==> src/rtl/if_stage.sv <==
// Instruction-fetch stage: one outstanding I-cache request, {ins, pc} handoff to decode,
// and branch/jump redirect with wrong-path squash. Define IF_PERF_CNT_EN for fetch/squash counters.
module if_stage #(
    parameter logic [31:0] RESET_PC        = 32'h0000_0000,
    parameter int          IF_TO_ID_BUS_WD = 64,
    parameter int          BJ_BUS_WD       = 34
) (
    input  logic                       clk,
    input  logic                       rst,
    input  logic                       id_allowin,
    input  logic [BJ_BUS_WD-1:0]       bj_bus,
    output logic                       if_to_id_valid,
    output logic [IF_TO_ID_BUS_WD-1:0] if_to_id_bus,
    output logic                       inst_req_valid,
    input  logic                       inst_req_ready,
    output logic [31:0]                inst_addr,
    input  logic                       inst_resp_valid,
    output logic                       inst_resp_ready,
    input  logic [31:0]                inst_rdata
`ifdef IF_PERF_CNT_EN
    ,
    output logic [31:0]                fetch_cnt,
    output logic [31:0]                squash_cnt
`endif
);

    typedef enum logic [1:0] {IDLE, REQ, WAIT, HOLD} state_t;

    state_t                       state;
    logic [31:0]                  fetch_pc;
    logic                         cancel;
    logic [IF_TO_ID_BUS_WD-1:0]   if_buf_p0;

    logic        redirect;
    logic [31:0] bj_target;

    assign redirect  = bj_bus[33] & bj_bus[32];
    assign bj_target = bj_bus[31:0] & ~32'd1;

    assign inst_req_valid  = (state == REQ);
    assign inst_resp_ready = (state == WAIT);
    assign inst_addr       = fetch_pc;
    // A redirect in HOLD withdraws the held instruction in the same cycle.
    assign if_to_id_valid  = (state == HOLD) && !redirect;
    assign if_to_id_bus    = if_buf_p0;

    always_ff @(posedge clk or negedge rst) begin
        if (!rst) begin
            state     <= IDLE;
            fetch_pc  <= RESET_PC;
            cancel    <= 1'b0;
            if_buf_p0 <= '0;
        end else begin
            case (state)
                IDLE: begin
                    state <= REQ;
                    if (redirect) fetch_pc <= bj_target;
                end
                REQ: begin
                    if (redirect) begin
                        fetch_pc <= bj_target;
                        if (inst_req_ready) begin
                            state  <= WAIT;
                            cancel <= 1'b1;
                        end
                    end else if (inst_req_ready) begin
                        state  <= WAIT;
                        cancel <= 1'b0;
                    end
                end
                WAIT: begin
                    if (inst_resp_valid) begin
                        if (cancel || redirect) begin
                            cancel <= 1'b0;
                            state  <= REQ;
                            if (redirect) fetch_pc <= bj_target;
                        end else begin
                            if_buf_p0 <= {inst_rdata, fetch_pc};
                            fetch_pc  <= fetch_pc + 32'd4;
                            state     <= HOLD;
                        end
                    end else if (redirect) begin
                        // Response still owed for the old address; mark it for discard.
                        cancel   <= 1'b1;
                        fetch_pc <= bj_target;
                    end
                end
                HOLD: begin
                    if (redirect) begin
                        fetch_pc <= bj_target;
                        state    <= REQ;
                    end else if (id_allowin) begin
                        state <= REQ;
                    end
                end
                default: state <= IDLE;
            endcase
        end
    end

`ifdef IF_PERF_CNT_EN
    always_ff @(posedge clk or negedge rst) begin
        if (!rst) begin
            fetch_cnt  <= 32'd0;
            squash_cnt <= 32'd0;
        end else begin
            if (if_to_id_valid && id_allowin) fetch_cnt <= fetch_cnt + 32'd1;
            if (((state == WAIT) && inst_resp_valid && (cancel || redirect)) ||
                ((state == HOLD) && redirect))
                squash_cnt <= squash_cnt + 32'd1;
        end
    end
`endif

endmodule

==> config.mk <==
export PLATFORM = sky130hd
export DESIGN_NAME = if_stage
export DESIGN_NICKNAME = d
export VERILOG_FILES = /design/src/rtl/if_stage.sv
export SDC_FILE = /design/constraint.sdc
export NUM_CORES = 1
export LEC_CHECK = 0
export BUFFER_PORTS_ARGS = -buffer_cell sky130_fd_sc_hd__buf_2
export CORE_ASPECT_RATIO = 1.25
export CORE_UTILIZATION = 53
export DETAILED_ROUTE_END_ITERATION = 8
export PLACE_DENSITY = 0.85
export SLEW_MARGIN = 20
export SYNTH_ARGS = -nofsm -noshare
export SYNTH_HDL_FRONTEND = slang
export SYNTH_SLANG_ARGS = --single-unit
==> constraint.sdc <==
create_clock -name clk -period 3.6 [get_ports clk]
set_clock_uncertainty 0.15 [all_clocks]
set_input_delay 0 -clock clk [delete_from_list [all_inputs] [get_ports clk]]
set_output_delay 0 -clock clk [all_outputs]
set_load 0.01 [all_outputs]
# ---- Word-level counts from Yosys, hierarchy flattened
# Cells that the tools add are included.
dict set report op_classes {
  add_sub_neg 1
  n_eq_ne 8
  n_mux 17
  bitwise_logic 2
  reduce_logical 9
}
# op n
set op_table {}
lappend op_table {{2-to-1 mux 32 bit} 3}
lappend op_table {{one-hot mux 32 bit (2 select lines)} 1}
lappend op_table {{adder 32 x 3 -> 32 bit, second input constant} 1}
lappend op_table {{2-to-1 mux 2 bit} 5}
lappend op_table {{one-hot mux 2 bit (4 select lines)} 1}
lappend op_table {{2-to-1 mux 1 bit} 6}
lappend op_table {{!= test 3 x 2 -> 1 bit, second input constant} 2}
lappend op_table {{AND reduction 3 bit} 2}
lappend op_table {{== test 2 bit, second input constant} 2}
lappend op_table {{AND reduction 4 bit} 1}
lappend op_table {{!= test 3 bit, second input constant} 1}
lappend op_table {{OR reduction 3 bit} 1}
lappend op_table {{== test 2 x 1 -> 1 bit, second input constant} 1}
lappend op_table {{zero test 2 bit} 1}
lappend op_table {{!= test 2 x 1 -> 1 bit, second input constant} 1}
lappend op_table {{!= test 2 bit, second input constant} 1}
lappend op_table {{one-hot mux 1 bit (2 select lines)} 1}
lappend op_table {{nonzero test 2 bit} 1}
lappend op_table {{bitwise AND 1 bit} 1}
lappend op_table {{logical AND 1 bit} 1}
lappend op_table {{zero test 1 bit} 1}
lappend op_table {{logical OR 1 bit} 1}
lappend op_table {{inverter 1 bit} 1}
dict set report totals {
  regBits 99
  output_inout_bits 99
  elab_cells 41
}

# ---- Longest topological paths before layout
dict set report logic_depth {
  ltp_word 5
  depth_mapped 7
  depth_no_buf 6
}

# ---- Worst setup path after synthesis
# Ideal clock, no wire load.
dict set report synth_path {
  kind {reg-to-reg}
  from {reg state[0]}
  to {reg fetch_pc[19], in the netlist inst_addr[19]}
  setup_time_ns 0.070
  arrival_ns 1.906
  t_required_ns 3.380
  path_slack_ns 1.474
  stages_incl_launch_ff 7
  cell_sequence {dfrtp_1 inv_1 ha_1 nand3b_4 or4_4 or4_1 nand3_1}
}
dict set report synth_via {
  word_cells_on_any_way 6
  classes_between {eq/ne (3); mux (1); reduce/logical (2)}
}
# element line_no
set synth_rtl {}
lappend synth_rtl {{start: declaration} 29} ;# state_t state;
lappend synth_rtl {{start signal: assignment} 49} ;# state <= IDLE;
lappend synth_rtl {{start signal: assignment} 56} ;# state <= REQ;
lappend synth_rtl {{start signal: assignment} 63} ;# state <= WAIT;
lappend synth_rtl {{== test 2 bit} -}
lappend synth_rtl {{net inst_resp_ready} 18} ;# output logic inst_resp_ready,
lappend synth_rtl {{one-hot mux 32 bit (2 select lines)} 54} ;# case (state)
lappend synth_rtl {{end signal: assignment} 57} ;# if (redirect) fetch_pc <= bj_target;
lappend synth_rtl {{end signal: assignment} 61} ;# fetch_pc <= bj_target;
lappend synth_rtl {{end signal: assignment} 76} ;# if (redirect) fetch_pc <= bj_target;
lappend synth_rtl {{end: declaration} 30} ;# logic [31:0] fetch_pc;
# The timed path passes the listed nets, and every way through them passes these cells.
# A chain may end at the register's enable or synchronous reset.

# ---- Worst setup path in the final report
dict set report layout_path {
  from {reg state[0]}
  to {reg fetch_pc[30], in the netlist inst_addr[30]}
}
dict set report layout_via {
  elab_chain_len 3
  word_cells_on_any_way 6
  classes_between {eq/ne (3); mux (1); reduce/logical (2)}
}
# element line_no
set layout_lines {}
lappend layout_lines {{== test 2 x 1 -> 1 bit (tied with other cells)} 54}
lappend layout_lines {{OR reduction 3 bit (no source line)} -}
lappend layout_lines {{one-hot mux 32 bit (2 select lines) *} 54}
# Mark *: on every way between the ends. The rest lies on a longest branch, timed or not.

==> results.txt <==
The checks that failed: design-rule violations. The number of slew-limit violations in the final report is 0. The top-level I/O count came out at 170. Summing internal, switching and leakage power gives 3.97 mW.

The worst setup path is captured at a flop. The clock period minus worst slack came out at 2.51 ns. The later pin in the worst-skew pair is clocked with a latency of 0.37 ns.

The critical path's slowest cell is or4_1. The initial cell density of the core came out at 54.8%. The post-CTS clock slew at the launch and capture registers of the worst setup and hold paths came out at 0.09 ns. The area overhead of the layout relative to synthesis is 39.4%. The average via count per standard cell is 5.70. The final worst setup slack is 1.09 ns. Max-cap violations in this run came to 0. For this design the ratio of total power to cell area is 630 mW/mm^2. In this run the critical register-to-register path is launched from state[0].

The final period utilization is 69.7%. Entering global routing, the biggest net connects 87 pins. After routing, the total negative slack on setup checks comes to 0 ns.

At the end of routability-driven placement, the weighted congestion stood at 0.776. The final layout contains routed wiring with a total length of 12500 um. The reported leakage power came out at 3.01 nW. The core area is 0.00824 mm^2. The number of antenna violations at the first check in global routing is 0. TritonCTS built the clock tree. The post-synthesis cell type count is 47. The flow ran to the end, but the final reports show violations. The overall fraction of global-route tracks in use is 29.4%. The via total after detailed routing came out at 4070. The largest stage delay on the critical path came out at 0.50 ns. The final core area utilization is 76.4%. Summing all placed instances gives a cell area of 0.00543 mm^2.

The count of clock tree sinks came out at 99. The vertical die dimension came out at 105 um. The data required time at the worst endpoint came out at 3.73 ns. The number of enable flip-flop cells after synthesis came out at 0. Headroom to the max-slew limit came out at 45.8%. The synthesis-stage register bit count came out at 99. The width of the chip is 84.6 um. Sequential elements use 54.8% of the synthesized area.

The total congestion overflow after global routing is 0. The clock tree synthesis step divided the H-tree into 3 levels. Following the worst setup path forward leads to its endpoint at inst_addr[30]. Once the clock tree was built, the setup fixing pass inserted 0 buffers. The maximum fanout along the worst path came out at 9. Prior to clock tree synthesis, the placed netlist has a worst setup slack of 1.13 ns. For the worst flop-to-flop path, the logic depth is 6. The total of warnings raised by yosys is 0. The final setup violation count is 0. Among all cell types in the netlist, the one instantiated most often is dfrtp_1. The remaining routing DRC violations came out at 11. By area the synthesized netlist is led by dfrtp_1 55%, mux2_2 16%, nand2_1 2.7%.

After the flow finishes, the layout carries non-filler instances totaling 714. The post-route cell area came out at 0.00630 mm^2. The clock passes through at most 2 buffers. Traced cell by cell, the critical path runs through inv_1 -> ha_1 -> and3b_1 -> nand4_1 -> or4_1 -> a31oi_1. Of the cells placed in the final design, the portion with a size suffix greater than 1 is 42.3%. Clock tree synthesis inserted a total of 9 buffers.

The area of the die is 0.00890 mm^2. The cell type contributing the most total cell area after synthesis is dfrtp_1. In this run, post-CTS repair resized a total of 0 instances. Sorting the synthesized cells by how often they occur yields 99 x dfrtp_1, 63 x mux2_2, 33 x nand2_1.

The wire length of the first global-routing pass came out at 20300 um. The CTS root buffer is clkbuf_8. The layout net count came out at 689. The critical register-to-register path endpoint is inst_addr[30]. The total buffers and inverters traversed by the critical path came out at 1. The logic depth of the worst path, buffers included is 6. The per-instance average area after synthesis is 11.9 um^2.

The critical path arrival came out at 2.64 ns. The main flop type after synthesis is dfrtp_1. Once placement completed, the tool counted placed cells totaling 631. The final HPWL from detailed placement came out at 7670 um. When the netlist entered floorplanning its net count stood at 456.

The violation count after the first detailed-routing iteration came out at 229. The cell area that synthesis handed to floorplanning was 0.00452 mm^2. The measured slew at the worst slew-check pin is 0.813 ns. The count of buffers inserted at the top-level ports is 168.

The worst hold slack came out at 0.0615 ns. The count of antenna-violating nets left after detailed routing is 0. The via count of the first global-routing pass came out at 4077.

The setup slack of the most critical reg-to-reg path came out at 1.09 ns. The path type of the worst min-delay path is primary input to flop. The area fraction of the dominant cell type after synthesis came out at 54.8%.

STA classifies the critical path startpoint as a flop. Static timing analysis puts the maximum clock frequency at 399 MHz. In this run the worst setup path begins at state[0]. The total count of hold-check failures in the final report came out at 0. After detailed routing, the average wire length per cell comes to 17.6 um.

In this design, the largest share of critical-path delay is due to simple AND/OR/NAND/NOR gates. The setup path with the least slack is of type flop to flop. The first-pass detailed-route iteration total is 9. The number of cells produced by synthesis is 380.

Setup repair after global routing left no endpoint under its margin. The worst vdd rail ir drop came out at 0.346 mV. In this run the core area contains 37 standard-cell rows. Counting flops with an async set or reset pin after synthesis yields a share of 100%. The number of diodes came out at 0.
[area by class of cell]
class / count / area [um^2]
Clock buffer: 10 / 128
Clock inverter: 5 / 55.1
Fill cell: 525 / 1940
Inverter: 5 / 18.8
Multi-Input combinational cell: 257 / 1930
Sequential cell: 99 / 2480
Tap cell: 97 / 121
Timing Repair Buffer: 241 / 1570
[how the worst min path moves through the flow]
stage	from	to	slack, ns	cells after the start
after floorplan	rst	cancel	-0.45	0
after global placement	bj_bus[1]	inst_addr[1]	0.05	3
after detailed placement	bj_bus[18]	inst_addr[18]	0.06	3
after CTS	bj_bus[32]	inst_addr[1]	0.05	4
after global routing	bj_bus[32]	inst_addr[1]	0.07	4
final	bj_bus[32]	inst_addr[1]	0.06	4
[flip-flops by register name (all words and copies together) (netlist names)]
name,cells
if_to_id_bus,64
inst_addr,32
state,2
cancel,1
[cells by family (layout without fill, tap and decap cells)]
family	after synthesis	after routing	share of synthesized area [%]
DFF	99	99	54.8
muxes	63	63	15.7
xor gates and xnor gates	10	10	1.94
adders and majority gates	5	5	1.38
buffers and inverters	24	261	2.52
AOI/OAI and AO/OA	54	54	7.92
and+or+nand+nor	125	125	15.7
[metal layers]
layer  vias to the layer above  part of all wire [%]  wire length (um)  GRT usage (%)
li1                       1873                     -                 -              -
met1                      2003                    39              4890           34.8
met2                       160                    53              6620           50.9
met3                        34                   5.4               672           4.46
met4                         0                   2.8               354           16.2
met5                         -                     0                 0              0
[layout by cell type, fill, tap and decap left out, types with 4 or more instances in the layout]
cell,count
o21ai_0,16
ha_1,5
clkbuf_8,9
buf_2,167
and3_1,6
or4_1,10
dfrtp_1,99
o31ai_1,10
mux2_2,63
a31oi_1,13
dlygate4sd3_1,68
xnor2_1,6
xor2_1,4
nor2_1,20
nand4_1,12
inv_1,5
buf_4,5
nand3_1,15
nand2_1,33
[power by group]
group / total (mW) / switching (mW) / internal (mW)
Combinational: 1.47 / 0.705 / 0.763
Clock: 0.687 / 0.372 / 0.315
Sequential: 1.81 / 0.294 / 1.52
[worst register-to-register path, cell delays in order, from the launching register on]
cell	delay, ns
dfrtp_1	0.44
inv_1	0.08
ha_1	0.30
and3b_1	0.43
nand4_1	0.33
or4_1	0.50
a31oi_1	0.19
[repair_timing]
item,CTS,global route
hold buffers,68,0
setup endpoints to repair,0,0
endpoints found under the hold margin,151,0
(Power assumes the default switching activity.)
